==> config.mk <==
export PLATFORM = sky130hd
export DESIGN_NAME = mem_arbiter
export DESIGN_NICKNAME = d
export VERILOG_FILES = /design/src/rtl/mem_arbiter_pkg.sv /design/src/rtl/mem_arbiter_pick.sv /design/src/rtl/mem_arbiter.sv
export SDC_FILE = /design/constraint.sdc
export NUM_CORES = 1
export LEC_CHECK = 0
export ABC_AREA = 1
export BUFFER_PORTS_ARGS = -buffer_cell sky130_fd_sc_hd__buf_2
export CORE_UTILIZATION = 48
export CTS_CLUSTER_DIAMETER = 80
export DETAILED_ROUTE_END_ITERATION = 6
export PLACE_DENSITY = 0.91
export SETUP_SLACK_MARGIN = 0.5
export SLEW_MARGIN = 40
export SYNTH_ARGS = -nofsm -noshare
export SYNTH_HDL_FRONTEND = slang
export SYNTH_HIERARCHICAL = 1
export SYNTH_SLANG_ARGS = --single-unit
==> constraint.sdc <==
create_clock -name clk -period 1.47 [get_ports clk]
set_input_delay 0.294 -clock clk [delete_from_list [all_inputs] [get_ports clk]]
set_output_delay 0.294 -clock clk [all_outputs]
set_load 0.005 [all_outputs]
==> src/rtl/mem_arbiter_pkg.sv <==
// mem_arbiter shared definitions: command codes, FSM states, defaults.
// Also used by the CPU side for the command constants.
package mem_arbiter_pkg;

  localparam int DATA_W_DEF = 16;
  localparam int ADDR_W_DEF = 9;

  localparam logic [1:0] MNONE  = 2'b00;
  localparam logic [1:0] MREAD  = 2'b01;
  localparam logic [1:0] MWRITE = 2'b10;

  typedef enum logic [2:0] {
    IDLE,
    WR,
    RD,
    RDATA,
    ACK
  } state_t;

  // 2'b11 is deliberately not a request
  function automatic logic is_req(input logic [1:0] cmd);
    return (cmd == MREAD) || (cmd == MWRITE);
  endfunction

endpackage

==> src/rtl/mem_arbiter_pick.sv <==
// mem_arb_pick: two-way tie-break, fixed priority or round-robin.
// RR_EN selects round-robin using last_grant.
module mem_arb_pick #(
  parameter bit RR_EN = 1'b0
) (
  input  logic [1:0] req,
  input  logic       last_grant,
  output logic       win
);

  always_comb begin
    win = 1'b0;
    unique case (1'b1)
      (req == 2'b11): win = RR_EN ? ~last_grant : 1'b0;
      (req == 2'b10): win = 1'b1;
      default:        win = 1'b0;
    endcase
  end

endmodule

==> src/rtl/mem_arbiter.sv <==
// mem_arbiter: two requesters onto one synchronous single-port RAM.
// Define MEM_ARB_RR_EN for round-robin; default is fixed priority (r0).
module mem_arbiter
  import mem_arbiter_pkg::*;
#(
  parameter int DATA_W = DATA_W_DEF,
  parameter int ADDR_W = ADDR_W_DEF
) (
  input  logic              clk,
  input  logic              reset,
  input  logic [1:0]        r0_cmd,
  input  logic [ADDR_W-1:0] r0_addr,
  input  logic [DATA_W-1:0] r0_wdata,
  output logic              r0_ack,
  output logic [DATA_W-1:0] r0_rdata,
  input  logic [1:0]        r1_cmd,
  input  logic [ADDR_W-1:0] r1_addr,
  input  logic [DATA_W-1:0] r1_wdata,
  output logic              r1_ack,
  output logic [DATA_W-1:0] r1_rdata,
  output logic [ADDR_W-2:0] ram_addr,
  output logic              ram_write,
  output logic [DATA_W-1:0] ram_din,
  input  logic [DATA_W-1:0] ram_dout,
  output logic              err_oob
);

`ifdef MEM_ARB_RR_EN
  localparam bit RR_EN = 1'b1;
`else
  localparam bit RR_EN = 1'b0;
`endif

  state_t state, nxt;

  logic [1:0]        req;
  logic              win;
  logic              grant;
  logic [1:0]        w_cmd;
  logic [ADDR_W-1:0] w_addr;
  logic [DATA_W-1:0] w_wdata;
  logic              w_oob;

  logic              l_id;
  logic              l_oob;
  logic [ADDR_W-2:0] l_addr;
  logic [DATA_W-1:0] l_wdata;
  logic              last_grant;

  assign req     = {is_req(r1_cmd), is_req(r0_cmd)};
  assign w_cmd   = win ? r1_cmd   : r0_cmd;
  assign w_addr  = win ? r1_addr  : r0_addr;
  assign w_wdata = win ? r1_wdata : r0_wdata;
  assign w_oob   = w_addr[ADDR_W-1];
  assign grant   = (state == IDLE) && (|req);

  mem_arb_pick #(
    .RR_EN(RR_EN)
  ) u_pick (
    .req       (req),
    .last_grant(last_grant),
    .win       (win)
  );

  always_ff @(posedge clk or negedge reset) begin
    if (!reset) state <= IDLE;
    else        state <= nxt;
  end

  always_comb begin
    nxt       = state;
    ram_write = 1'b0;
    r0_ack    = 1'b0;
    r1_ack    = 1'b0;
    err_oob   = 1'b0;
    case (state)
      IDLE: begin
        if (grant) begin
          if (w_oob)                nxt = ACK;
          else if (w_cmd == MWRITE) nxt = WR;
          else                      nxt = RD;
        end
      end
      WR: begin
        ram_write = 1'b1;
        nxt       = ACK;
      end
      RD:    nxt = RDATA;
      RDATA: nxt = ACK;
      ACK: begin
        r0_ack  = ~l_id;
        r1_ack  = l_id;
        err_oob = l_oob;
        nxt     = IDLE;
      end
      default: nxt = IDLE;
    endcase
  end

  // Winner is latched once on leaving IDLE; RAM ports hold it afterwards
  always_ff @(posedge clk or negedge reset) begin
    if (!reset) begin
      l_id       <= 1'b0;
      l_oob      <= 1'b0;
      l_addr     <= '0;
      l_wdata    <= '0;
      last_grant <= 1'b1;
      r0_rdata   <= '0;
      r1_rdata   <= '0;
    end else begin
      if (grant) begin
        l_id    <= win;
        l_oob   <= w_oob;
        l_addr  <= w_addr[ADDR_W-2:0];
        l_wdata <= w_wdata;
`ifdef MEM_ARB_RR_EN
        last_grant <= win;
`endif
        if (w_oob && w_cmd == MREAD) begin
          if (win) r1_rdata <= '0;
          else     r0_rdata <= '0;
        end
      end
      if (state == RDATA) begin
        if (l_id) r1_rdata <= ram_dout;
        else      r0_rdata <= ram_dout;
      end
    end
  end

  assign ram_addr = l_addr;
  assign ram_din  = l_wdata;

endmodule
==> results of run 1 <==
==> metrics by stage <==
step                util [%]  power, uW  instance area, um^2  hold slack [ps]  TNS (ps)
finish                  86.6      11400                 5250              172     -5940
detailed placement      67.7       6300                 4100              329    -14530
CTS                     81.8      10100                 4960              159      -104
global placement        67.7       6130                 4100              318    -10500
global route            86.6      11900                 5250              179     -8060
floorplan                  -       4850                 3230            -1.59         0
==> timing repair <==
action	CTS	global route
setup buffers	25	19
endpoints found under the hold margin	61	0
hold buffers	1	0
pin swaps	11	10
gates resized for setup	91	32
setup endpoints to repair	121	121
cloned	7	0
==> power by group <==
group          internal [uW]  leakage, uW  switching [uW]  total, uW
Clock                    834    0.0000959             734       1570
Combinational           3590      0.00210            3210       6800
Sequential              2490     0.000749             521       3010
Total                   6910      0.00295            4470      11400
==> metal layers <==
metal  vias up  global-route usage, %
li1       1660                      -
met1      1768                   37.8
met5         -                      0
met2       286                   58.3
met4         0                   18.8
met3        83                   5.60
==> sequential cells by signal, indices dropped and copies added, names as in the netlist <==
register and count:
ram_din 16, ram_addr 8, l_id 1, r0_rdata 16, state 3, r1_rdata 16
l_oob 1
==> cells in the final DEF, fill, tap and decap left out, drive strengths merged, types with 2 or more instances in the layout <==
cell and count:
nand3 5, nand2 214, nor2 8, o21ai 27
clkinvlp 2, clkbuf 11, dfrtp 61, inv 42
buf 204, o21bai 32, a21oi 3
==> worst register-to-register path, stage by stage, from the launching register on <==
cell,delay (ps)
dfrtp_2,450
nor3_4,260
buf_6,140
buf_6,90
nand3_2,90
buf_12,180
o21bai_1,190
nand2_1,120
==> cell type report <==
| type | count | area share, % |
|---|---|---|
| inverters | 41 | 3.39 |
| multi-input cells | 291 | 32.2 |
| repair buffers | 205 | 29.7 |
| well taps | 75 | 1.79 |
| clock buffers | 11 | 2.69 |
| clock inverters | 5 | 1.12 |
| flip-flops and latches | 61 | 29.1 |
==> final timing paths <==
kind	from	end	slack, ps	cells past startpoint
max	state[2]	r1_rdata[6]	-170	7
min	ram_dout[11]	r1_rdata[11]	170	3
max reg2reg	state[2]	r1_rdata[6]	-170	7
min reg2reg	ram_din[7]	ram_din[7]	530	2
max in group asynchronous	reset	ram_din[7]	690	3
min in group asynchronous	reset	ram_addr[4]	470	3
==> results by group, run 1 <==
STA
  – Period minus WS final: approximately 1600 ps
  – Final Slew Violations: 0
  – Final Hold Viols: 0
  – Final setup fails: 65
  – Slew HR: 76.7%
  – Worst Max-Slew Pin Slew: about 350 ps
  – Fmax achieved: 608 MHz
  – RSZ-0062 raised after global routing: true
  – Tcrit/Tclk final: 112%
  – Clk_skew: 11.1 ps
  – Fin worst setup slack: -174 ps

Clock network
  – CTS tree: built
  – Clk root buf: clkbuf_8
  – H-tree levels: 3
  – Worst skew pair latency: roughly 340 ps
  – CTS Buffer Depth: 2
  – TritonCTS buffer count: 9
  – Clock tree sinks: 61
  – CTS clk-pin slew, worst paths: ~80 ps

Setup path
  – CP Launch Type: register
  – Crit Path Class: reg2reg
  – Worst EP required: 1680 ps
  – Critical path's top delay family: simple AND/OR/NAND/NOR gates
  – CP endpoint kind: register
  – Critical path buffer and inverter count: 3
  – Arrival time worst endpoint: 1860 ps
  – Most frequent cell on the critical path: buf_6
  – Worst stage delay on the critical path: between 400 and 500 ps
  – Worst path cell trace: nor3_4, buf_6, buf_6, nand3_2, buf_12, o21bai_1, nand2_1
  – Slowest CP cell: dfrtp_2
  – Crit path max fanout: 17

Finish
  – Multi-input gate area: 1690 um^2
  – Final non-filler cell total: between 600 and 700
  – Synth-to-Final Area Change: 70.3%
  – Final Net Count: 681
  – Register Area: 1530 um^2
  – Layout cells sized above 1: between 50 and 60%
  – # fillers: 297
  – # diodes: 0

Synth
  – Yosys warning count: 8
  – Post-Syn Instances: about 410
  – Mapped Avg Cell Area: 7.48 um^2
  – Cell Area, Synth: ~3100 um^2
  – Syn Nets: roughly 480

Min path
  – Min-Delay Path Class: in2reg

Detailed routing
  – Average routed wire per standard cell: 18.2 um
  – Number of routed nets with antenna violations: 0
  – WL met3: 890 um
  – Via-per-instance ratio: 5.51
  – Vias: 3797
  – Total wire length: 12500 um
  – Top sig layer: met4
  – DRT met1 WL: 4430 um
  – Drt initial violations: 366
  – Residual DRC: 0
  – DR WL met2: 6490 um
  – DR pass1 iterations: 5

Placement
  – DP Worst Slack: -288 ps
  – Port Buf Inserts: 131
  – Placer Congestion: approximately 0.84
  – Detailed Place HPWL: 5770 um
  – Placed cell count: 621

GRT
  – Number of global-route vias before repair: between 3000 and 4000
  – Grt total ovfl: 0
  – Largest net degree at the start of global routing: between 60 and 70
  – Initial antenna violation count: 0
  – Global-route wire length before repair: 16200 um
  – Global router's overall resource usage: between 30 and 40%

Pwr
  – Worst VDD drop: 1.37 mV
  – Cell Pwr Density: 2170 nW/um^2
  – Pleak: around 0.0029 uW

Die
  – Die Y: just over 80 um
  – Die width: 82.1 um
  – Row cnt: 28
  – Total die area: 6740 um^2
  – Starting Density: 50.8%
  – Core Area: ~6000 um^2
  – # IOs: 132

Status
  – Status: complete, but fails checks
  – Failing checks: negative setup slack

Flow run
  – Max_cap viols: 0
(Power assumes the default switching activity.)
==> inputs of run 2 (changes only) <==
- MAX_ROUTING_LAYER: unset -> met4
- REMOVE_ABC_BUFFERS: unset -> 1
- clock period: 1.47 -> 1.7 ns (I/O delays scaled with it)
==> results by group, run 2 (synthesis results as in run 1) <==
STA
  – Period minus WS final: 1610 ps
  – Slew HR: 78.6%
  – Clk_skew: 5.02 ps
  – Worst Max-Slew Pin Slew: about 320 ps
  – Tcrit/Tclk final: a little over nine tenths
  – RSZ-0062 raised after global routing: true
  – Total negative setup slack: 0 ps
  – Final setup fails: 0
  – Final Hold Viols: 0
  – Fmax achieved: 622 MHz
  – Final Slew Violations: 0

Setup path
  – Critical path buffer and inverter count: 5
  – Worst path cell trace: buf_4, inv_1, nand2_1, nand2_2, inv_2, inv_2, nor2_4, nand2_2, nand2_2, nand3_4, clkbuf_16, o21bai_1, nand2_1
  – R2R depth: 8
  – Critical path's top delay family: simple AND/OR/NAND/NOR gates
  – CP endpoint kind: register
  – Arrival time worst endpoint: roughly 1800 ps
  – Critical path depth: 13
  – CP Launch Type: input pin
  – Crit Path Class: in2reg
  – Slowest CP cell: nor2_4
  – Worst EP required: 1910 ps
  – Most frequent cell on the critical path: nand2_2
  – Crit path max fanout: 8
  – Worst stage delay on the critical path: 220 ps

Pwr
  – Psw: 3320 uW
  – Switching Share: 37.9%
  – Sequential share of power: 29.6%
  – Cell Pwr Density: 1790 nW/um^2
  – Combinational cell fraction of total power: 55.0%
  – Pleak: around 0.0027 uW
  – Pint: 5440 uW
  – Clock power share: between 10% and 20%
  – Worst VDD drop: 1.20 mV

Finish
  – Design Area, Final: between 4000 and 5000 um^2
  – Most frequent cells in the layout: nand2_1 (180), buf_2 (129), dfrtp_1 (59)
  – # diodes: 0
  – Final Net Count: approximately 660
  – Synth-to-Final Area Change: 58.9%
  – Commonest non-fill, non-tap cell in the layout: nand2_1
  – Layout cells sized above 1: 47.0%

GRT
  – Grt total ovfl: 0
  – Global router's overall resource usage: 29.9%
  – Global-route wire length before repair: 14700 um
  – Largest net degree at the start of global routing: slightly above 60
  – Initial antenna violation count: 0
  – Number of global-route vias before repair: 3358

Detailed routing
  – DR pass1 iterations: 5
  – Total wire length: 11100 um
  – Drt initial violations: 298
  – Residual DRC: 0
  – Number of routed nets with antenna violations: 0
  – Average routed wire per standard cell: between 15 and 20 um
  – Vias: 3613
  – Via-per-instance ratio: 5.42

Status
  – Status: complete, no violations

Die
  – Starting Density: 50.8%
  – Row cnt: 28
  – Total die area: 6740 um^2
  – Core Area: 6060 um^2
  – Die width: 82.1 um
  – # IOs: around 130
  – Die Y: about 82 um

Clock network
  – # hold bufs at CTS: 0
  – CTS tree: built
  – H-tree levels: 3
  – Clock tree sinks: 61
  – TritonCTS buffer count: 9
  – Worst skew pair latency: 330 ps
  – CTS Buffer Depth: 2
  – CTS clk-pin slew, worst paths: 70 ps
  – Clk root buf: clkbuf_8

Placement
  – Area after DPL: approximately 3900 um^2
  – Placer Congestion: 0.838
  – Detailed Place HPWL: 5540 um
  – Port Buf Inserts: roughly 130

Min path
  – Min-Delay Path Class: in2async

Flow run
  – Max_cap viols: 0
## run 2: changes by cell type in the layout (fill, tap and decap cells not counted), moves of 6 or more
cell | previous run | this run
buf_12 | 12 | 5
nand2_4 | 24 | 9
o21ai_2 | 22 | 15
nand2_2 | 14 | 25
o21ai_1 | 5 | 11
buf_4 | 46 | 31
## run 2: what timing repair did
action,in CTS,in global routing
resized for setup,33,91
gates cloned,5,5
pin swaps,6,59
buffers inserted,13,15
endpoints found under the setup margin,66,105
## run 2: worst paths after layout
| kind | start | end | slack, ps |
|---|---|---|---|
| min reg2reg | ram_din[14] | ram_din[14] | 520 |
| max | r1_cmd[0] | r0_rdata[11] | 90 |
| min | reset | ram_din[11] | 10 |
| max reg2reg | state[1] | r0_rdata[11] | 160 |
| max in group asynchronous | reset | state[0] | 1420 |
| min in group clk | ram_dout[9] | r0_rdata[9] | 220 |
## run 2: layout make-up
| type | instances | area, um^2 |
|---|---|---|
| Timing Repair Buffer | 183 | 1320 |
| Clock buffer | 12 | 165 |
| Inverter | 41 | 156 |
| Sequential cell | 61 | 1530 |
| Clock inverter | 4 | 45.0 |
| Multi-Input combinational cell | 291 | 1580 |
| Tap cell | 75 | 93.8 |
| Fill cell | 334 | 1170 |
## run 2: power by group through the flow
stage                     Combinational (uW)  Sequential (uW)  Clock [uW]
after global placement                  2580             2550           0
after floorplan                         1360             2600           0
final                                   4810             2590        1350
after CTS                               3730             2550        1360
after detailed placement                2740             2550           0
after global routing                    5190             2650        1420
## run 2: stage by stage
step	total power (uW)	std cells	util, %	hold WS, ps	worst slack, ps
detailed placement	5300	613	64.3	375	-64.1
finish	8760	667	80.7	12.8	92.0
floorplan	3960	393	-	44.4	-939
global route	9260	667	80.7	38.7	29.8
global placement	5130	613	64.3	368	32.3
CTS	7630	647	73.1	21.9	170
## run 2: layer usage
metal / vias to the layer above / share of wire, % / GRT usage [%]
li1: 1620 / - / -
met1: 1695 / 37 / 33.0
met2: 243 / 51 / 52.1
met3: 55 / 7.8 / 6.04
met4: 0 / 4.6 / 13.5
met5: - / 0 / -
==> inputs of run 3 (changes only) <==
- CORE_ASPECT_RATIO: unset -> 1.75
==> results by group, run 3 (synthesis results as in run 1) <==
Setup path
  – Worst EP required: between 1500 and 2000 ps
  – Reg-to-Reg End: r0_rdata[3]
  – Worst stage delay on the critical path: 190 ps
  – FF-to-FF setup slack: 170 ps
  – R2R depth: 6
  – Crit Path Class: in2reg
  – Worst path cell trace: buf_2, inv_1, nand2_1, nand2_1, inv_1, inv_1, nor2_4, inv_2, nand2_1, nand2_2, nand3_4, buf_6, o21bai_1, nand2_1
  – CP Launch Type: input pin
  – Arrival time worst endpoint: 1750 ps
  – Critical path's top delay family: simple AND/OR/NAND/NOR gates
  – RR Startpoint: state[2]
  – Crit path max fanout: 8
  – CP endpoint kind: register
  – Slowest CP cell: o21bai_1
  – Most frequent cell on the critical path: nand2_1
  – Critical path buffer and inverter count: 6

STA
  – Final Slew Violations: 0
  – Clk_skew: between 4 and 5 ps
  – Final Hold Viols: 1
  – Fin worst setup slack: 156 ps
  – Fmax achieved: 648 MHz
  – Fin Hold WS: -0.506 ps
  – Worst Max-Slew Pin Slew: around 330 ps
  – Period minus WS final: 1540 ps
  – Tcrit/Tclk final: 90.8%
  – RSZ-0062 raised after global routing: true
  – Slew HR: 78.1%
  – Final setup fails: 0

Detailed routing
  – DR pass1 iterations: 4
  – Residual DRC: 0
  – Drt initial violations: about 270
  – Vias: ~3500
  – Average routed wire per standard cell: 15.6 um
  – Total wire length: 10700 um
  – Number of routed nets with antenna violations: 0
  – Via-per-instance ratio: 5.16

GRT
  – Grt total ovfl: 0
  – Largest net degree at the start of global routing: 62
  – Global router's overall resource usage: 27.2%
  – Initial antenna violation count: 0
  – Number of global-route vias before repair: 3295
  – Global-route wire length before repair: 13800 um

Finish
  – # diodes: 0
  – Synth-to-Final Area Change: 58.2%
  – Layout cells sized above 1: 44.0%
  – # fillers: 418
  – Final Net Count: 675
  – Most frequent cells in the layout: nand2_1 (194), buf_2 (131), dfrtp_1 (58)
  – Commonest non-fill, non-tap cell in the layout: nand2_1

Placement
  – Detailed Place HPWL: around 5500 um
  – DP Worst Slack: -177 ps
  – Port Buf Inserts: 131
  – Placer Congestion: 0.812

Status
  – Failing checks: negative hold slack
  – Status: complete, but fails checks

Die
  – # IOs: about 130
  – Core Area: roughly 6200 um^2
  – Die width: 62.6 um
  – Total die area: 6750 um^2
  – Starting Density: 49.8%
  – Row cnt: 38
  – Die Y: 108 um

Flow run
  – Max_cap viols: 0

Clock network
  – Clk root buf: clkbuf_8
  – Worst skew pair latency: around 330 ps
  – CTS tree: built
  – TritonCTS buffer count: 9
  – Clock tree sinks: 61
  – CTS Buffer Depth: 2
  – # hold bufs at CTS: 0
  – H-tree levels: 3
  – CTS clk-pin slew, worst paths: 70 ps

Pwr
  – Power, Total: 8510 uW
  – Pleak: 0.00271 uW
  – Cell Pwr Density: 1750 nW/um^2
  – Worst VDD drop: 1.09 mV

Min path
  – Min-Delay Path Class: in2async
## run 3: where the power goes
part | switching [uW] | internal [uW] | total [uW]
Combinational | 2260 | 2470 | 4740
Sequential | 428 | 2160 | 2590
Clock | 544 | 640 | 1180
## run 3: repair_timing
action / 4_1_cts / 5_1_grt
pin swaps: 5 / 20
setup endpoints to repair: 78 / 118
hold endpoints to repair: 0 / 0
cloned: 1 / 10
resized for setup: 27 / 64
buffers inserted: 18 / 25
## run 3: worst reg2reg max path: cells and delay by family (launching register included)
kind	cells	cell delay, ps
and+or+nand+nor	3	450
DFF	1	440
buffers and inverters	2	340
AOI/OAI and AO/OA	1	180
## run 3: through the flow
step                setup TNS (ps)  util [%]  instances  instance area (um^2)
CTS                              0      70.0        652                  4330
finish                           0      78.9        687                  4870
global route                     0      78.9        687                  4870
detailed placement           -4730      63.0        618                  3890
floorplan                   -38590         -        393                  2980
global placement              -482      63.0        618                  3890
## run 3: how the worst max path moves through the flow
stage	to	slack, ps	depth (start not counted)	start
5_1_grt	r1_rdata[11]	90	14	r1_cmd[1]
2_1_floorplan	r0_rdata[0]	-940	11	r0_cmd[1]
3_3_place_gp	r1_rdata[12]	-30	10	r0_cmd[1]
6_report	r0_rdata[3]	160	14	r1_cmd[0]
4_1_cts	r1_ack	180	4	state[2]
3_5_place_dp	r1_rdata[2]	-180	10	r0_cmd[1]
## run 3: area by class of cell
class	instances	area (um^2)	share of cell area, %
sequential	61	1530	31.4
clock buffer	14	173	3.54
timing repair buffer	197	1350	27.8
inverter	41	171	3.52
clock inverter	1	5.00	0.103
tap	80	100	2.05
multi-input combinational	293	1540	31.6
## run 3: layer usage
metal	wire, um	vias to the layer above	part of all wire (%)	GRT usage [%]
met2	6220	194	58	49.0
li1	-	1650	-	-
met1	3590	1659	33	25.7
met3	549	39	5.1	5.49
met4	374	0	3.5	18.1
met5	0	-	0	-
